$ cat src/rtl/vga_timing_gen.sv
// vga_timing_gen: raster timing generator that produces pixel coordinates, syncs, an active-video flag and line/frame start pulses.
// Latency: every output is registered on the same edge as x_o/y_o, so all outputs describe the coordinate currently shown.
// Backpressure: Enable_i=0 freezes the divider, counters and outputs, and holds line_start_o/frame_start_o at 0.
// Ports: clk_i, rst_i (async, active-high), Enable_i in; x_o/y_o [CNT_W] coordinates; h_sync_o, v_sync_o, active_o,
//        line_start_o, frame_start_o out.
module vga_timing_gen #(
  parameter int H_ACTIVE = 640,
  parameter int H_FP     = 16,
  parameter int H_SYNC   = 96,
  parameter int H_BP     = 48,
  parameter int V_ACTIVE = 480,
  parameter int V_FP     = 10,
  parameter int V_SYNC   = 2,
  parameter int V_BP     = 33,
  parameter bit HS_POL   = 1'b0,
  parameter bit VS_POL   = 1'b0,
  parameter int DIV      = 2,
  parameter int CNT_W    = 10
) (
  input  logic             clk_i,
  input  logic             rst_i,
  input  logic             Enable_i,
  output logic [CNT_W-1:0] x_o,
  output logic [CNT_W-1:0] y_o,
  output logic             h_sync_o,
  output logic             v_sync_o,
  output logic             active_o,
  output logic             line_start_o,
  output logic             frame_start_o
);

  localparam int H_TOTAL = H_ACTIVE + H_FP + H_SYNC + H_BP;
  localparam int V_TOTAL = V_ACTIVE + V_FP + V_SYNC + V_BP;
  // A one-bit divider is kept even for DIV=1; it simply never leaves 0.
  localparam int DIV_W   = (DIV > 1) ? $clog2(DIV) : 1;

  localparam logic [CNT_W-1:0] H_LAST   = CNT_W'(H_TOTAL - 1);
  localparam logic [CNT_W-1:0] V_LAST   = CNT_W'(V_TOTAL - 1);
  localparam logic [CNT_W-1:0] H_ACT    = CNT_W'(H_ACTIVE);
  localparam logic [CNT_W-1:0] V_ACT    = CNT_W'(V_ACTIVE);
  localparam logic [CNT_W-1:0] HS_FIRST = CNT_W'(H_ACTIVE + H_FP);
  localparam logic [CNT_W-1:0] HS_LAST  = CNT_W'(H_ACTIVE + H_FP + H_SYNC - 1);
  localparam logic [CNT_W-1:0] VS_FIRST = CNT_W'(V_ACTIVE + V_FP);
  localparam logic [CNT_W-1:0] VS_LAST  = CNT_W'(V_ACTIVE + V_FP + V_SYNC - 1);
  localparam logic [DIV_W-1:0] DIV_LAST = DIV_W'(DIV - 1);

  logic [DIV_W-1:0] div_q;
  logic [DIV_W-1:0] div_d;
  logic [CNT_W-1:0] x_d;
  logic [CNT_W-1:0] y_d;
  logic             tick;
  logic             line_wrap;
  logic             frame_wrap;
  logic             hs_d;
  logic             vs_d;
  logic             act_d;

  // Next divider/counter values. A tick needs Enable_i high in the same
  // cycle, so dropping enable on the terminal divider count defers the tick.
  always_comb begin
    tick       = Enable_i && (div_q == DIV_LAST);
    div_d      = div_q;
    x_d        = x_o;
    y_d        = y_o;
    line_wrap  = 1'b0;
    frame_wrap = 1'b0;
    if (Enable_i) begin
      div_d = tick ? '0 : div_q + 1'b1;
    end
    if (tick) begin
      if (x_o == H_LAST) begin
        x_d       = '0;
        line_wrap = 1'b1;
        if (y_o == V_LAST) begin
          y_d        = '0;
          frame_wrap = 1'b1;
        end else begin
          y_d = y_o + 1'b1;
        end
      end else begin
        x_d = x_o + 1'b1;
      end
    end
  end

  // Decode from the next coordinates so the registered flags line up with
  // the registered x_o/y_o without an extra pipeline stage.
  always_comb begin
    hs_d  = ((x_d >= HS_FIRST) && (x_d <= HS_LAST)) ? HS_POL : ~HS_POL;
    vs_d  = ((y_d >= VS_FIRST) && (y_d <= VS_LAST)) ? VS_POL : ~VS_POL;
    act_d = (x_d < H_ACT) && (y_d < V_ACT);
  end

  always_ff @(posedge clk_i or posedge rst_i) begin
    if (rst_i) begin
      div_q         <= '0;
      x_o           <= '0;
      y_o           <= '0;
      h_sync_o      <= ~HS_POL;
      v_sync_o      <= ~VS_POL;
      active_o      <= 1'b1;
      line_start_o  <= 1'b0;
      frame_start_o <= 1'b0;
    end else if (Enable_i) begin
      div_q         <= div_d;
      x_o           <= x_d;
      y_o           <= y_d;
      h_sync_o      <= hs_d;
      v_sync_o      <= vs_d;
      active_o      <= act_d;
      // Pulses come only from a wrap, so the reset-entered (0,0) gives none
      // and the pulse lasts one clock even though x_o sits at 0 for DIV clocks.
      line_start_o  <= line_wrap;
      frame_start_o <= frame_wrap;
    end else begin
      line_start_o  <= 1'b0;
      frame_start_o <= 1'b0;
    end
  end

endmodule

$ cat config.mk
export PLATFORM = sky130hd
export DESIGN_NAME = vga_timing_gen
export DESIGN_NICKNAME = d
export VERILOG_FILES = /design/src/rtl/vga_timing_gen.sv
export SDC_FILE = /design/constraint.sdc
export NUM_CORES = 1
export LEC_CHECK = 0
export BUFFER_PORTS_ARGS = -buffer_cell sky130_fd_sc_hd__buf_2
export CAP_MARGIN = 15
export CORE_MARGIN = 2
export CORE_UTILIZATION = 50
export CTS_CLUSTER_SIZE = 16
export DETAILED_ROUTE_END_ITERATION = 7
export GPL_ROUTABILITY_DRIVEN = 0
export PLACE_DENSITY = 0.73
export SYNTH_ARGS = -nofsm -noshare
export SYNTH_HDL_FRONTEND = slang
export SYNTH_SLANG_ARGS = --single-unit
$ cat constraint.sdc
create_clock -name clk_i -period 3.78 [get_ports clk_i]
set_clock_uncertainty 0.2 [all_clocks]
set_input_delay 0.378 -clock clk_i [delete_from_list [all_inputs] [get_ports clk_i]]
set_output_delay 0.378 -clock clk_i [all_outputs]
set_load 0.05 [all_outputs]
Word level (Yosys, flattened, before mapping)
Cells that the tools add are included.
W data, S select, Z words.
- memory bits (writable): 0
- bits in latches: 0
- register bits after elaboration: 26
- word-level logic and storage cells: 38
- output and inout bits: 25
- memories kept: 0
- bits in read-only memories: 0
- bits of input ports: 3
- muxes and demuxes: 15
- add/subtract/negate cells: 3
- div/mod/pow operators: 0
- $mul: 0
- reduce and logical (&&, ||, !) cells: 4
- equality and inequality tests: 2
- shift-type cells: 0
- $lt $le $gt $ge: 6
- bitwise logic cells: 0
- operators with widths (kind ; number):
    $mux W10 ; 5
    $add A10 B1 Y10 const B ; 2
    $eq A10 B10 Y1 const B ; 2
    $ge A10 B10 Y1 const B ; 1
    $ge A10 B9 Y1 const B ; 1
    $le A10 B10 Y1 const B ; 1
    $le A10 B9 Y1 const B ; 1
    $lt A10 B10 Y1 const B ; 1
    $lt A10 B9 Y1 const B ; 1
    $mux W1 ; 10
    $logic_and A1 B1 Y1 ; 4
    $add A1 B1 Y1 const B ; 1

Longest topological paths before layout
Gate-level depths: netlist (run 1).
- word-level depth: 7
- mapped depth: 9
- mapped depth without buffers: 8

Worst setup path after synthesis (run 1)
OpenSTA, ideal clock, no wires.
- path kind: register to register
- start point: register x_o[0]
- end point: register v_sync_o
- buffers on the path: 1
- setup slack: 1119 ps
- library setup time: 78 ps
- stages on the path, launching flop included: 9
- arrival time: 2383 ps
- required time: 3502 ps
- period minus slack after synthesis: 2661 ps
- cells stage by stage: dfrtp_1 ha_1 and4_1 buf_2 nand4_1 or4_4 and2_1 and2_4 a41oi_2
- word-level cells in the longest chain between the ends: 6
- elaborated cells between the ends (all ways): 7
- those cells by class: order compare (2); eq/ne (1); mux (3); reduce/logical (1)
- RTL lines (what ; line ; text):
    start, declared ; 23 ; output logic [CNT_W-1:0] x_o,
    start signal, assigned ; 97 ; x_o <= '0;
    start signal, assigned ; 106 ; x_o <= x_d;
    $eq A10 B10 Y1 * ; 71 ; if (x_o == H_LAST) begin
    $mux W10 * ; 71 ;
    $mux W10 * ; 70 ; if (tick) begin
    $ge A10 B9 Y1 / $le A10 B9 Y1 (equally long branches) ; 90 ; vs_d = ((y_d >= VS_FIRST) && (y_d <= VS_LAST)) ? VS_POL : ~VS_POL;
    $logic_and A1 B1 Y1 * ; 90 ;
    $mux W1 * ; 90 ;
    end signal, assigned ; 100 ; v_sync_o <= ~VS_POL;
    end signal, assigned ; 109 ; v_sync_o <= vs_d;
    end, declared ; 26 ; output logic v_sync_o,
Mark *: on every way between the ends. The rest lies on a longest branch, timed or not.
A chain may end at the register's enable or synchronous reset.

Worst setup path in the final report (run 1)
Ends and elaborated chain as after synthesis.

==> results of run 1 <==
worst max-delay path: cells and delay by family (launching register included):
kind            cells  cell delay (ns)
compound gates      1             0.14
fa+ha+maj           1             0.23
flops               1             0.43
simple gates        5             1.81
area by class of cell:
type	instances	area, um2
fill	271	1270
multi-input combinational	133	830
sequential	26	654
timing repair buffer	27	135
tap	33	41.3
clock inverter	1	30.0
clock buffer	3	22.5
inverter	6	22.5
through the flow:
step                instances  util [%]  cell area, um2  power, mW  hold slack [ns]
global route              229      57.8            1740      0.782            0.115
detailed placement        225      56.0            1680      0.552            0.297
global placement          225      56.0            1680      0.545            0.296
CTS                       229      57.8            1740      0.744            0.101
finish                    229      57.8            1740      0.739           0.0533
floorplan                 171         -            1540      0.500            0.216
sequential cells by signal (all words and copies together), names as in the netlist:
name	cells
x_o	10
y_o	10
active_o	1
div_q	1
frame_start_o	1
h_sync_o	1
line_start_o	1
v_sync_o	1
per-layer routing:
metal	vias to the layer above	global-route usage (%)	wire [um]
met5	-	0	0
met4	0	7.30	38
met3	4	3.28	173
met2	42	36.7	1780
met1	643	27.8	1470
li1	664	-	-
path summary, 6_finish.rpt:
path	startpoint	end	slack (ns)
setup / recovery	x_o[0]	v_sync_o	0.90
hold / removal	rst_i	line_start_o	0.05
max in group asynchronous	rst_i	x_o[9]	2.73
hold reg to reg	h_sync_o	h_sync_o	0.32
min in group clk_i	Enable_i	div_q	0.16
setup reg to reg	x_o[0]	v_sync_o	0.90
power groups by stage:
stage | sequential (mW) | clock [mW] | combinational (mW)
after floorplan | 0.435 | 0 | 0.0650
final | 0.351 | 0.193 | 0.195
after detailed placement | 0.355 | 0 | 0.197
after global placement | 0.354 | 0 | 0.191
after CTS | 0.351 | 0.196 | 0.197
after global routing | 0.358 | 0.213 | 0.211
cells by family after synthesis:
kind of cell / share of synthesized area [%]
and+or+nand+nor: 30.9
AOI/OAI and AO/OA: 12.8
DFF: 42.4
buffers and inverters: 3.81
xor gates and xnor gates: 6.24
adders and majority gates: 2.43
muxes: 1.38
placed cells by master, fill, tap and decap left out, types with 2 or more instances in the layout:
cell / instances
and4_1: 4
xor2_1: 5
nor2_1: 14
nand3_1: 8
dfrtp_1: 23
clkbuf_4: 3
or3_1: 3
a21o_1: 2
buf_2: 27
a21oi_1: 4
nor2b_1: 2
nand2_1: 23
nor3b_1: 3
nand4_1: 3
ha_1: 3
o21ai_0: 10
inv_1: 5
a31oi_1: 2
dfstp_2: 3
xnor2_1: 6
and2_1: 6
nor3_1: 8
==> results.cfg, run 1 <==
[clock_network]
cts.sinks = 26
cts_setup_buffers = 0
clk_latency_ns = 0.32
clk_pin_slew_ns = 0.15
cts_max_path_buffers = 2
cts_tree = yes
cts-resized-gates = 0
numCtsBuffers = 3
cts-htree-levels = 1
cts_hold_buffers = 0
root_buffer = clkbuf_4

[die]
rows = 20
start_util_pct = 51.4
fp.coreArea_mm2 = 0.00300
die_width_um = 59.5
die_y_um = 59.5
dieArea_mm2 = 0.00355
io-pin-count = 28

[layout]
drive_gt1_share_pct = 21.9
finalNetCount = 203
antenna_cells = 0
area_growth_pct = 12.5

[placed_design]
io_buffers = 27
post-place-ws_ns = 0.974
dp_hpwl_um = 2580

[sta]
report.final.slew_viol_count = 0
timing.fmax_ghz = 0.348
worst_slack_ns = 0.904
hold_viol = 0
setup_viol = 0
slew_headroom_pct = 34.4
worst_pin_slew_ns = 0.984
min_period_ns = 2.88
finalCritPeriodShare_pct = 76.1
setup_tns_ns = 0
grt_setup_unrepaired = false

[route]
drc = 0
drtAntennaViolNets = 0
wire_per_inst_um = 15.1
via_count = 1353
via_per_inst = 5.91
firstDrtPassIters = 5
wl_um = 3450
drtIter0Drc = 60

[grt]
antenna_found_initial = 0
grt_pass1_wl_um = 5830
overflow = 0
grtUsageTotal_pct = 21.6
grt_max_degree = 27
first_global_vias = 1244

[setup_path]
worstPathRequired_ns = 3.84
worstPathCellList = ha_1 -> and4_1 -> nand4_1 -> or4_4 -> and2_1 -> and2_4 -> a41oi_2
endpoint_kind = register
start_kind = register
max_stage_delay_ns = 0.67
slowest_stage = or4_4
crit_fanout = 12
path_class = reg2reg
worst-r2r-cell-count = 7
crit_arrival_ns = 2.93

[yosys]
ys.flop_type = dfrtp_1
synth.distinct_cells = 52
ys_top_cells_by_count = 23 x dfrtp_1, 23 x nand2_1, 14 x nor2_1
ys_top_cells_by_area = dfrtp_1 37%, nand2_1 5.6%, dfstp_2 5.1%, nor2_1 3.4%, xnor2_1 3.4%
syn_inst = 171
yosys_register_bits = 26
async_reset_ff_share_pct = 100
synth-edff-count = 0
synth_top_area_share_pct = 37.3
ys_warn_count = 0
ys_seq_area_share_pct = 42.4
avgSynthCellArea_um2 = 9.02
synth_fp_nets = 177
yosys.area.top_type = dfrtp_1
synth_area_mm2 = 0.00154

[status]
status = complete, no violations

[power]
internal-power_mw = 0.469
seqPwrFrac_pct = 47.5
p_sw_mw = 0.270
leakage_nw = 0.792
clockPowerShare_pct = 26.1
comb_power_share_pct = 26.4
powerDensity_mw_per_mm2 = 426
vdd.ir_drop.worst_mv = 0.298
switching_share_pct = 36.5

[flow_run]
max_cap_viol_count = 0

[worst_hold_path]
hold_class = in2async
(Power assumes the default switching activity.)
==> inputs of run 2 (changes only) <==
- CORE_UTILIZATION: 50 -> 49
- PLACE_DENSITY: 0.73 -> 0.74
- clock period: 3.78 -> 2.6 ns (I/O delays scaled with it)
==> run 2 against run 1 <==
Against the previous run:
- core utilization up 3.7 points
- largest cell class unchanged
- combinational power up 43%
- die area up 1.9%
- highest routed layer unchanged
- power up 45%
- critical endpoint is now active_o
- worst hold slack worse by 0.021 ns
- clock power up 46%
- global-route usage up 0.48 points
- sequential power up 46%
==> results.cfg, run 2 (synthesis gave the netlist of run 1 again) <==
[grt]
grt_pass1_wl_um = 6040
grtUsageTotal_pct = 22.1
first_global_vias = 1338
antenna_found_initial = 0
overflow = 0
grt_max_degree = 27

[setup_path]
worstPathRequired_ns = 2.68
path_class = reg2reg
endpoint_kind = register
crit_arrival_ns = 2.60
crit_fanout = 6
start_kind = register

[die]
die_y_um = 60.1
start_util_pct = 51.0
io-pin-count = 28
dieArea_mm2 = 0.00361
fp.coreArea_mm2 = 0.00303
rows = 20
die_width_um = 60.1

[sta]
worst_pin_slew_ns = 0.450
min_period_ns = 2.53
report.final.slew_viol_count = 0
setup_viol = 0
finalCritPeriodShare_pct = 97.3
slew_headroom_pct = 69.9
timing.fmax_ghz = 0.395
hold_viol = 0

[layout]
n_fill_cell = 262
final_cell_mix = 27 x buf_2, 23 x nand2_1, 18 x dfrtp_1
fin_cells = 250
multi_input_area_um2 = 853
area_growth_pct = 20.6
register_area_um2 = 661
antenna_cells = 0
drive_gt1_share_pct = 30.6
reg.largest.list = x_o (10), y_o (10)
layout_commonest_cell = buf_2
finalNetCount = 213

[route]
via_per_inst = 5.53
firstDrtPassIters = 4
drc = 0
drtAntennaViolNets = 0
via_count = 1383
drtIter0Drc = 101
wire_per_inst_um = 14.6
wl_um = 3660

[power]
total_power_mw = 1.07
vdd.ir_drop.worst_mv = 0.521
leakage_nw = 0.837
powerDensity_mw_per_mm2 = 577

[clock_network]
clk_pin_slew_ns = 0.15
cts_max_path_buffers = 2
cts_tree = yes
root_buffer = clkbuf_4
clk_latency_ns = 0.33
cts.sinks = 26
numCtsBuffers = 3
cts-htree-levels = 1

[placed_design]
dp_hpwl_um = 2610
dpl.cell_count = 242
io_buffers = 27

[flow_run]
max_cap_viol_count = 0

[worst_hold_path]
hold_class = in2reg

[status]
status = complete, no violations
## run 2: layout make-up
cell class	instances	share of cell area, %
timing repair buffer	37	11.4
sequential	26	35.5
multi-input combinational	133	45.9
clock inverter	1	1.61
tap	44	2.96
clock buffer	3	1.21
inverter	6	1.41
## run 2: stage by stage
step           setup TNS (ns)  cell area (um2)  hold WS [ns]  utilization [%]  setup WS (ns)
2_1_floorplan               0             1550        0.0974                -         0.0242
3_3_place_gp                0             1750         0.131             57.7          0.162
3_5_place_dp                0             1750         0.137             57.7         0.0782
4_1_cts                     0             1810        0.0301             59.8        0.00783
5_1_grt               -0.0159             1860        0.0484             61.4        -0.0159
6_report                    0             1860        0.0324             61.4         0.0708
## run 2: final timing paths
kind / from / endpoint / slack, ns / cells after the start
min in group asynchronous: rst_i / x_o[1] / 0.30 / 4
min: Enable_i / div_q / 0.03 / 2
min reg2reg: h_sync_o / h_sync_o / 0.32 / 2
max: y_o[1] / active_o / 0.07 / 8
max reg2reg: y_o[1] / active_o / 0.07 / 8
max in group asynchronous: rst_i / v_sync_o / 1.59 / 4
## run 2: report_power, final
part	internal (mW)	leakage, nW	switching (mW)	total, mW
Combinational	0.0796	0.473	0.199	0.279
Clock	0.156	0.0279	0.125	0.281
Sequential	0.452	0.336	0.0611	0.513
## run 2: metal layers
metal,global-route usage (%),share of wire (%)
met2,36.2,49
met3,3.03,3.7
met4,10.2,2.0
met5,0,0
met1,28.6,45
## run 2: critical path, cell delays in order, from the launching register on
cell and delay (ns):
dfrtp_2 0.48, inv_2 0.09, ha_1 0.15, or4b_4 0.48, or3_4 0.42, nand2_4 0.10
o21ba_2 0.17, o211ai_1 0.19, a41o_1 0.19
## run 2: timing repair
| action | 4_1_cts | 5_1_grt |
|---|---|---|
| hold endpoints to repair | 23 | 0 |
| resized for setup | 0 | 7 |
| hold buffers | 1 | 0 |
| endpoints found under the setup margin | 0 | 2 |
| setup buffers | 0 | 3 |
